==> src/rtl/clk_200_reset_sequencer.sv <==
// Staged reset sequencer for the clk_200 domain: waits for a stable lock, holds off, then
// releases rst_out[0..NUM_STAGES-1] in order, restarting on lock loss or a software request.
module clk_200_reset_sequencer #(
  parameter int HOLD_CYCLES = 1024,
  parameter int STAGE_GAP   = 16,
  parameter int NUM_STAGES  = 3,
  parameter int SYNC_STAGES = 2
) (
  input  logic                  clk_200,
  input  logic                  reset,
  input  logic                  locked,
  input  logic                  sw_reset_req,
  output logic [NUM_STAGES-1:0] rst_out,
  output logic                  seq_done,
  output logic [2:0]            seq_state,
  output logic [7:0]            reset_count
);

  localparam int HW = (HOLD_CYCLES > 1) ? $clog2(HOLD_CYCLES) : 1;
  localparam int GW = (STAGE_GAP > 1) ? $clog2(STAGE_GAP) : 1;
  localparam int SW = (NUM_STAGES > 1) ? $clog2(NUM_STAGES) : 1;

  localparam logic [HW-1:0] HOLD_LAST  = HW'(HOLD_CYCLES - 1);
  localparam logic [GW-1:0] GAP_LAST   = GW'(STAGE_GAP - 1);
  localparam logic [SW-1:0] STAGE_LAST = SW'(NUM_STAGES - 1);

  typedef enum logic [2:0] {
    ST_ASSERT    = 3'd0,
    ST_WAIT_LOCK = 3'd1,
    ST_HOLD      = 3'd2,
    ST_RELEASE   = 3'd3,
    ST_RUN       = 3'd4
  } state_t;

  state_t                  state, state_d;
  logic [SYNC_STAGES-1:0]  sync_q;
  logic                    locked_s;
  logic [HW-1:0]           hold_cnt, hold_cnt_d;
  logic [GW-1:0]           gap_cnt, gap_cnt_d;
  logic [SW-1:0]           stage, stage_d;
  logic [NUM_STAGES-1:0]   rst_out_d;
  logic                    seq_done_d;
  logic [7:0]              reset_count_d;

  assign locked_s  = sync_q[SYNC_STAGES-1];
  assign seq_state = state;

  always_ff @(posedge clk_200 or posedge reset) begin
    if (reset) begin
      sync_q      <= '0;
      state       <= ST_ASSERT;
      hold_cnt    <= '0;
      gap_cnt     <= '0;
      stage       <= '0;
      rst_out     <= '1;
      seq_done    <= 1'b0;
      reset_count <= '0;
    end else begin
      sync_q      <= {sync_q[SYNC_STAGES-2:0], locked};
      state       <= state_d;
      hold_cnt    <= hold_cnt_d;
      gap_cnt     <= gap_cnt_d;
      stage       <= stage_d;
      rst_out     <= rst_out_d;
      seq_done    <= seq_done_d;
      reset_count <= reset_count_d;
    end
  end

  // Lock loss takes priority over counter completion in HOLD and RELEASE.
  always_comb begin
    state_d       = state;
    hold_cnt_d    = hold_cnt;
    gap_cnt_d     = gap_cnt;
    stage_d       = stage;
    rst_out_d     = rst_out;
    seq_done_d    = seq_done;
    reset_count_d = reset_count;
    case (state)
      ST_ASSERT: begin
        rst_out_d  = '1;
        seq_done_d = 1'b0;
        hold_cnt_d = '0;
        gap_cnt_d  = '0;
        stage_d    = '0;
        state_d    = ST_WAIT_LOCK;
      end
      ST_WAIT_LOCK: begin
        if (locked_s) begin
          state_d    = ST_HOLD;
          hold_cnt_d = '0;
        end
      end
      ST_HOLD: begin
        if (!locked_s) begin
          state_d    = ST_WAIT_LOCK;
          hold_cnt_d = '0;
        end else if (hold_cnt == HOLD_LAST) begin
          hold_cnt_d   = '0;
          gap_cnt_d    = '0;
          stage_d      = SW'(1);
          rst_out_d[0] = 1'b0;
          if (NUM_STAGES == 1) begin
            state_d    = ST_RUN;
            seq_done_d = 1'b1;
          end else begin
            state_d = ST_RELEASE;
          end
        end else begin
          hold_cnt_d = hold_cnt + HW'(1);
        end
      end
      ST_RELEASE: begin
        if (!locked_s) begin
          state_d   = ST_ASSERT;
          rst_out_d = '1;
          gap_cnt_d = '0;
          stage_d   = '0;
        end else if (gap_cnt == GAP_LAST) begin
          gap_cnt_d        = '0;
          rst_out_d[stage] = 1'b0;
          if (stage == STAGE_LAST) begin
            state_d    = ST_RUN;
            seq_done_d = 1'b1;
            stage_d    = '0;
          end else begin
            stage_d = stage + SW'(1);
          end
        end else begin
          gap_cnt_d = gap_cnt + GW'(1);
        end
      end
      ST_RUN: begin
        if (!locked_s || sw_reset_req) begin
          state_d    = ST_ASSERT;
          rst_out_d  = '1;
          seq_done_d = 1'b0;
          if (reset_count != 8'hFF) reset_count_d = reset_count + 8'd1;
        end
      end
      default: begin
        state_d    = ST_ASSERT;
        rst_out_d  = '1;
        seq_done_d = 1'b0;
      end
    endcase
  end

endmodule
==> config.mk <==
export PLATFORM = sky130hd
export DESIGN_NAME = clk_200_reset_sequencer
export DESIGN_NICKNAME = d
export VERILOG_FILES = /design/src/rtl/clk_200_reset_sequencer.sv
export SDC_FILE = /design/constraint.sdc
export NUM_CORES = 1
export LEC_CHECK = 0
export ABC_AREA = 0
export BUFFER_PORTS_ARGS = -buffer_cell sky130_fd_sc_hd__buf_2
export CAP_MARGIN = 10
export CORE_UTILIZATION = 40
export DETAILED_ROUTE_END_ITERATION = 10
export GPL_TIMING_DRIVEN = 0
export SYNTH_ARGS = -nofsm -noshare
export SYNTH_HDL_FRONTEND = slang
export SYNTH_SLANG_ARGS = --single-unit
==> constraint.sdc <==
create_clock -name clk_200 -period 3.1 [get_ports clk_200]
set_clock_uncertainty 0.1 [all_clocks]
set_input_delay 0.155 -clock clk_200 [delete_from_list [all_inputs] [get_ports clk_200]]
set_output_delay 0.155 -clock clk_200 [all_outputs]
set_load 0.02 [all_outputs]
==> results of run 1 <==
==> flip-flops by register name, summed over array words and instances (netlist names) <==
register,count
reset_count,8
hold_cnt,10
seq_done,1
sync_q,2
stage,2
gap_cnt,4
seq_state,3
rst_out,3
==> layer usage <==
layer / vias up / GRT usage / wire length (um)
li1: 719 / - / -
met1: 718 / 0.224 / 1930
met2: 43 / 0.310 / 1990
met3: 4 / 0.0447 / 184
met4: 0 / 0.0612 / 36
met5: - / 0 / 0
==> layout make-up <==
type | count | area (um2)
fillers | 424 | 2270
multi-input cells | 133 | 960
flip-flops and latches | 33 | 830
repair buffers | 21 | 138
clock buffers | 5 | 68.8
well taps | 52 | 65.1
plain buffers | 7 | 56.3
inverters | 8 | 30.0
clock inverters | 3 | 22.5
==> report_power, final <==
part	internal, mW	switching (mW)
combinational	0.0864	0.125
clock	0.157	0.174
sequential	0.463	0.0285
total	0.707	0.328
==> what timing repair did <==
item                       CTS  global route
hold endpoints to repair     1            27
setup endpoints to repair    0             0
hold buffers                 1             1
==> critical path, cell delays in order, from the launching register on <==
cell and delay, ns:
dfrtp_1 0.38, ha_1 0.23, and4_1 0.26, a31oi_4 0.12
or3_4 0.37, a22o_1 0.20
==> worst max path at each step <==
stage | cells past startpoint | endpoint | slack (ns) | from
3_3_place_gp | 5 | gap_cnt[1] | 1.37 | hold_cnt[0]
2_1_floorplan | 4 | reset_count[1] | 1.35 | reset_count[0]
4_1_cts | 5 | gap_cnt[1] | 1.30 | hold_cnt[0]
3_5_place_dp | 5 | gap_cnt[1] | 1.32 | hold_cnt[0]
5_1_grt | 5 | hold_cnt[4] | 1.20 | sync_q[1]
6_report | 5 | gap_cnt[1] | 1.30 | hold_cnt[0]
==> cells by family (layout without fill, tap and decap cells) <==
logic type                 after synthesis  after routing  synth area share
AOI/OAI and AO/OA                       46             46             0.195
xor gates and xnor gates                13             13            0.0607
adders and majority gates                3              3            0.0200
buffers and inverters                   15             44            0.0460
DFF                                     33             33             0.442
muxes                                    2              2            0.0120
and+or+nand+nor                         69             69             0.224
==> synthesized netlist by cell type, drive strengths merged (5+ instances only) <==
cell type / instances
a211oi: 6
a21oi: 7
and3: 7
buf: 7
dfrtp: 30
inv: 8
nand2: 13
nand2b: 5
nand3: 6
nand4: 5
nor2: 13
o21ai: 6
xnor2: 6
xor2: 7
==> results.md, run 1 <==
* Status: finished with violations
* Failing checks: DRC
* Commonest non-fill, non-tap cell in the layout: dfrtp_1
* Vias per Instance at 5.66
* Most frequent cells in the layout: 30 x dfrtp_1, 21 x buf_2, 13 x nor2_1, 13 x nand2_1
* Clock Pin Slew Worst Setup and Hold Paths at about 0.07 ns
* Post-Route WL at 4150 um
* RR Startpoint: hold_cnt[0]
* Top FF cell, synth: dfrtp_1
* Post-placement setup slack at 1.32 ns
* Final worst setup slack at around 1.3 ns
* Highest Clock Rate at 557 MHz
* WP data required at 3.18 ns
* Core area at 4440 um2
* DP HPWL at between 2000 and 3000 um
* Leak at roughly 1.0 nW
* R2r setup slk at 1.30 ns
* Number of global-route vias before repair at approximately 1.5k
* H-Tree Depth at 2
* First-pass GRT wire length at roughly 7000 um
* CTS root buffer: clkbuf_8
* Sequential area share after synthesis at 0.442
* Worst Path Max Fanout at 5
* Post-route ant nets at 0
* Final hold violation count at 0
* Post-Layout Cell Count at between 200 and 300
* Initial antenna violation count at 0
* Syn Nets at roughly 190
* CTS Sinks at 33
* Chip width at about 70 um
* Synthesized area per cell at roughly 10 um2
* DP Area at 2030 um2
* Synthesized area at 1880 um2
* Cell type with the largest total area after synthesis: dfrtp_1
* Cells after Synth at roughly 180
* Worst slew pin tran at 0.388 ns
* GR Overflow Total at 0
* Max-slew headroom at 0.739
* Tmin final at 1.80 ns
* Crit end category: flop
* Final Setup Violations at 0
* Yosys top cell area share at 0.400
* Post-synthesis cell type count at 53
* Post-synth EDFFs at 0
* Post-synth ARST share at 1.00
* Die outline area at 4970 um2
* DRT iter0 DRCs at approximately 140
* Chip height at 70.5 um
* FP Rows at 24
* PortBufs at 18
* Fin Setup TNS at 0 ns
* Worst reg-to-reg path cell count at 5
* Startpoint types: flop
* Nets@finish at 216
* P&R area growth vs syn at 15.7%
* Post-CTS Setup Repair Bufs at 0
* Placed insts at 251
* Final-report max-slew violation count at 0
* Power Density at 477 nW/um2
* Via count at 1484
* Min-Delay Path Class: input pin to flop
* CTS resizes at 0
* Post-route cell area at 2170 um2
* Worst EP arrival at ~1.9 ns
* Dominant cells by area after synthesis: dfrtp_1 40%, dfstp_2 4.2%, xor2_1 3.3%
* Peak supply drop at 0.000242 V
* Clk_lat worst skew at 0.29 ns
* Clock Path Buffers at 2
* Clock tree from TritonCTS: done
* Hold Crit Start: sw_reset_req
* Largest net degree at the start of global routing at 34
* Max-Cap Viols at 0
* Synth warn at 0
* Hold Slack at 0.124 ns
* Hold path cells at 3
* Top Ports at 19
* RSZ-0062 raised after global routing: no
* Total track usage at 0.182
* Layout Utilization at 0.488
* DRT Pass-1 Iters at 7
* Final Wtd Congestion at 0.817
* Num CTS Buffers at 5
* Initial Util at 0.422
* RR Endpoint: gap_cnt[1]
* Residual DRC count at 4
* Total power at about 1.0 mW
* Routed WL per cell at between 15 and 20 um
* Seq cells post-synth at 33
* Hold EP: seq_state[2]
* Ant diodes at 0
* Fin crit share at 0.579
* Layout cells sized above 1 at 0.243
* Crit Path Category: flop to flop
(Power assumes the default switching activity.)
==> run 2: changes to the inputs <==
==> constraint.sdc (replaced) <==
create_clock -name clk_200 -period 1.85 [get_ports clk_200]
set_clock_uncertainty 0.1 [all_clocks]
set_input_delay 0.0925 -clock clk_200 [delete_from_list [all_inputs] [get_ports clk_200]]
set_output_delay 0.0925 -clock clk_200 [all_outputs]
set_load 0.02 [all_outputs]
==> results.md, run 2 (synthesized netlist as in run 1, its figures left out) <==
* Die outline area at around 5000 um2
* Num CTS Buffers at 5
* PortBufs at 18
* Min-Delay Path Class: input pin to flop
* Fillers at 423
* Chip width at 70.5 um
* CTS root buffer: clkbuf_8
* Largest Register: hold_cnt
* CTS Sinks at 33
* Power Density at 797 nW/um2
* Worst slew pin tran at 0.389 ns
* Seq pwr share at 0.474
* RSZ-0062 raised after global routing: no
* Flip-flop count of the largest register after layout at 10
* Placed insts at approximately 250
* Met3 Use GR at 0.0447
* Clock Path Buffers at 2
* Status: finished with violations
* GR Overflow Total at 0
* Clock Pin Slew Worst Setup and Hold Paths at 0.07 ns
* Final Wtd Congestion at ~0.8
* P&R area growth vs syn at 16.4%
* Fin Setup TNS at 0 ns
* CP bufs+invs at 0
* Final hold violation count at 0
* Chip height at 70.5 um
* Post-placement setup slack at 0.0726 ns
* Post-route ant nets at 0
* DP Area at 2030 um2
* Leak at about 1 nW
* Total track usage at 0.182
* Tmin final at about 1.8 ns
* DRT iter0 DRCs at 160
* Layout cells sized above 1 at 0.252
* Largest net degree at the start of global routing at 34
* Clk_lat worst skew at 0.29 ns
* Highest Clock Rate at between 500 and 600 MHz
* Clock power frac at 0.318
* Total power at 1.74 mW
* Worst EP arrival at 1.83 ns
* Most frequent cells in the layout: 30 x dfrtp_1, 21 x buf_2, 13 x nor2_1, 13 x nand2_1
* WP depth at 5
* Cell family with most CP delay: simple AND/OR/NAND/NOR gates
* DRT Pass-1 Iters at 7
* Vias per Instance at between 5 and 6
* FP Rows at 24
* Max-slew headroom at 0.739
* Final-report max-slew violation count at 0
* Startpoint types: flop
* Clock tree from TritonCTS: done
* Top Ports at 19
* Routed WL per cell at 16.0 um
* Post-Route WL at 4200 um
* Switching portion of total power at 0.318
* Crit-path cells: ha_2 -> and4_4 -> a31oi_4 -> or3_4 -> a22o_1
* Post-Layout Cell Count at about 260
* DP HPWL at 2980 um
* Final worst setup slack at 0.0858 ns
* First-pass GRT wire length at 7010 um
* Crit end category: flop
* Routing usage on met2 at 0.310
* Final Setup Violations at 0
* Initial Util at 0.422
* Critical path's slowest cell: dfrtp_1
* Layout Utilization at 0.491
* Internal power at 1.19 mW
* Ant diodes at 0
* GR peak layer: met2
* Initial antenna violation count at 0
* Post-route cell area at ~2200 um2
* WP data required at 1.92 ns
* Worst reg-to-reg path cell count at 5
* Crit Path Category: flop to flop
* Core area at between 4000 and 5000 um2
* Residual DRC count at 4
* Number of global-route vias before repair at 1512
* Commonest non-fill, non-tap cell in the layout: dfrtp_1
* Via count at 1505
* CP peak stage delay at 0.39 ns
* Combinational share of power at 0.208
* Top flop regs: hold_cnt: 10 flops, reset_count: 8 flops, gap_cnt: 4 flops
* Max-Cap Viols at 0
* Psw at 0.553 mW
* Post-CTS Setup Repair Bufs at 0
* Failing checks: DRC
* Peak supply drop at 0.000408 V
* Fin crit share at 0.954
* GR Layer Usage met1 at 0.224
* Hold Slack at ~0.072 ns
* Nets@finish at about 220
* H-Tree Depth at 2
* Worst Path Max Fanout at 5
* Hold path cells at 3
run 2: cell counts in the layout (fill, tap and decap cells not counted):
Identical to the previous run, type by type.
run 2: worst paths after layout:
check	startpoint	endpoint	slack (ns)
min in group asynchronous	reset	hold_cnt[9]	0.18
setup / recovery	hold_cnt[0]	gap_cnt[1]	0.09
max in group asynchronous	reset	rst_out[2]	0.98
hold reg to reg	sync_q[0]	sync_q[1]	0.25
hold / removal	sw_reset_req	seq_state[2]	0.07
setup reg to reg	hold_cnt[0]	gap_cnt[1]	0.09
run 2: layer usage:
layer | vias up | routed length, um
met5 | - | 0
li1 | 720 | -
met1 | 736 | 1970
met4 | 0 | 51
met2 | 43 | 2020
met3 | 6 | 156
run 2: tightest hold or removal path: cells and delay by family:
family                 cells  cell delay [ns]
AOI/OAI and AO/OA          1             0.17
buffers and inverters      1             0.11
and+or+nand+nor            1             0.05
run 2: area by class of cell:
type	count	area, um2	share of cell area
Inverter	8	30.0	0.0138
Timing Repair Buffer	21	138	0.0630
Clock inverter	3	22.5	0.0103
Multi-Input combinational cell	133	973	0.446
Clock buffer	5	68.8	0.0315
Buffer	7	56.3	0.0258
Sequential cell	33	830	0.380
Tap cell	52	65.1	0.0298
run 2: what timing repair did:
action / CTS / global route
resized for setup: 0 / 3
hold endpoints to repair: 1 / 30
setup endpoints to repair: 0 / 9
hold buffers: 1 / 1
run 2: power groups by stage:
stage          clock [mW]  sequential [mW]  combinational [mW]
5_1_grt             0.601            0.837               0.396
3_3_place_gp            0            0.835               0.333
3_5_place_dp            0            0.839               0.343
6_report            0.553            0.825               0.363
4_1_cts             0.564            0.825               0.347
2_1_floorplan           0            0.856               0.231
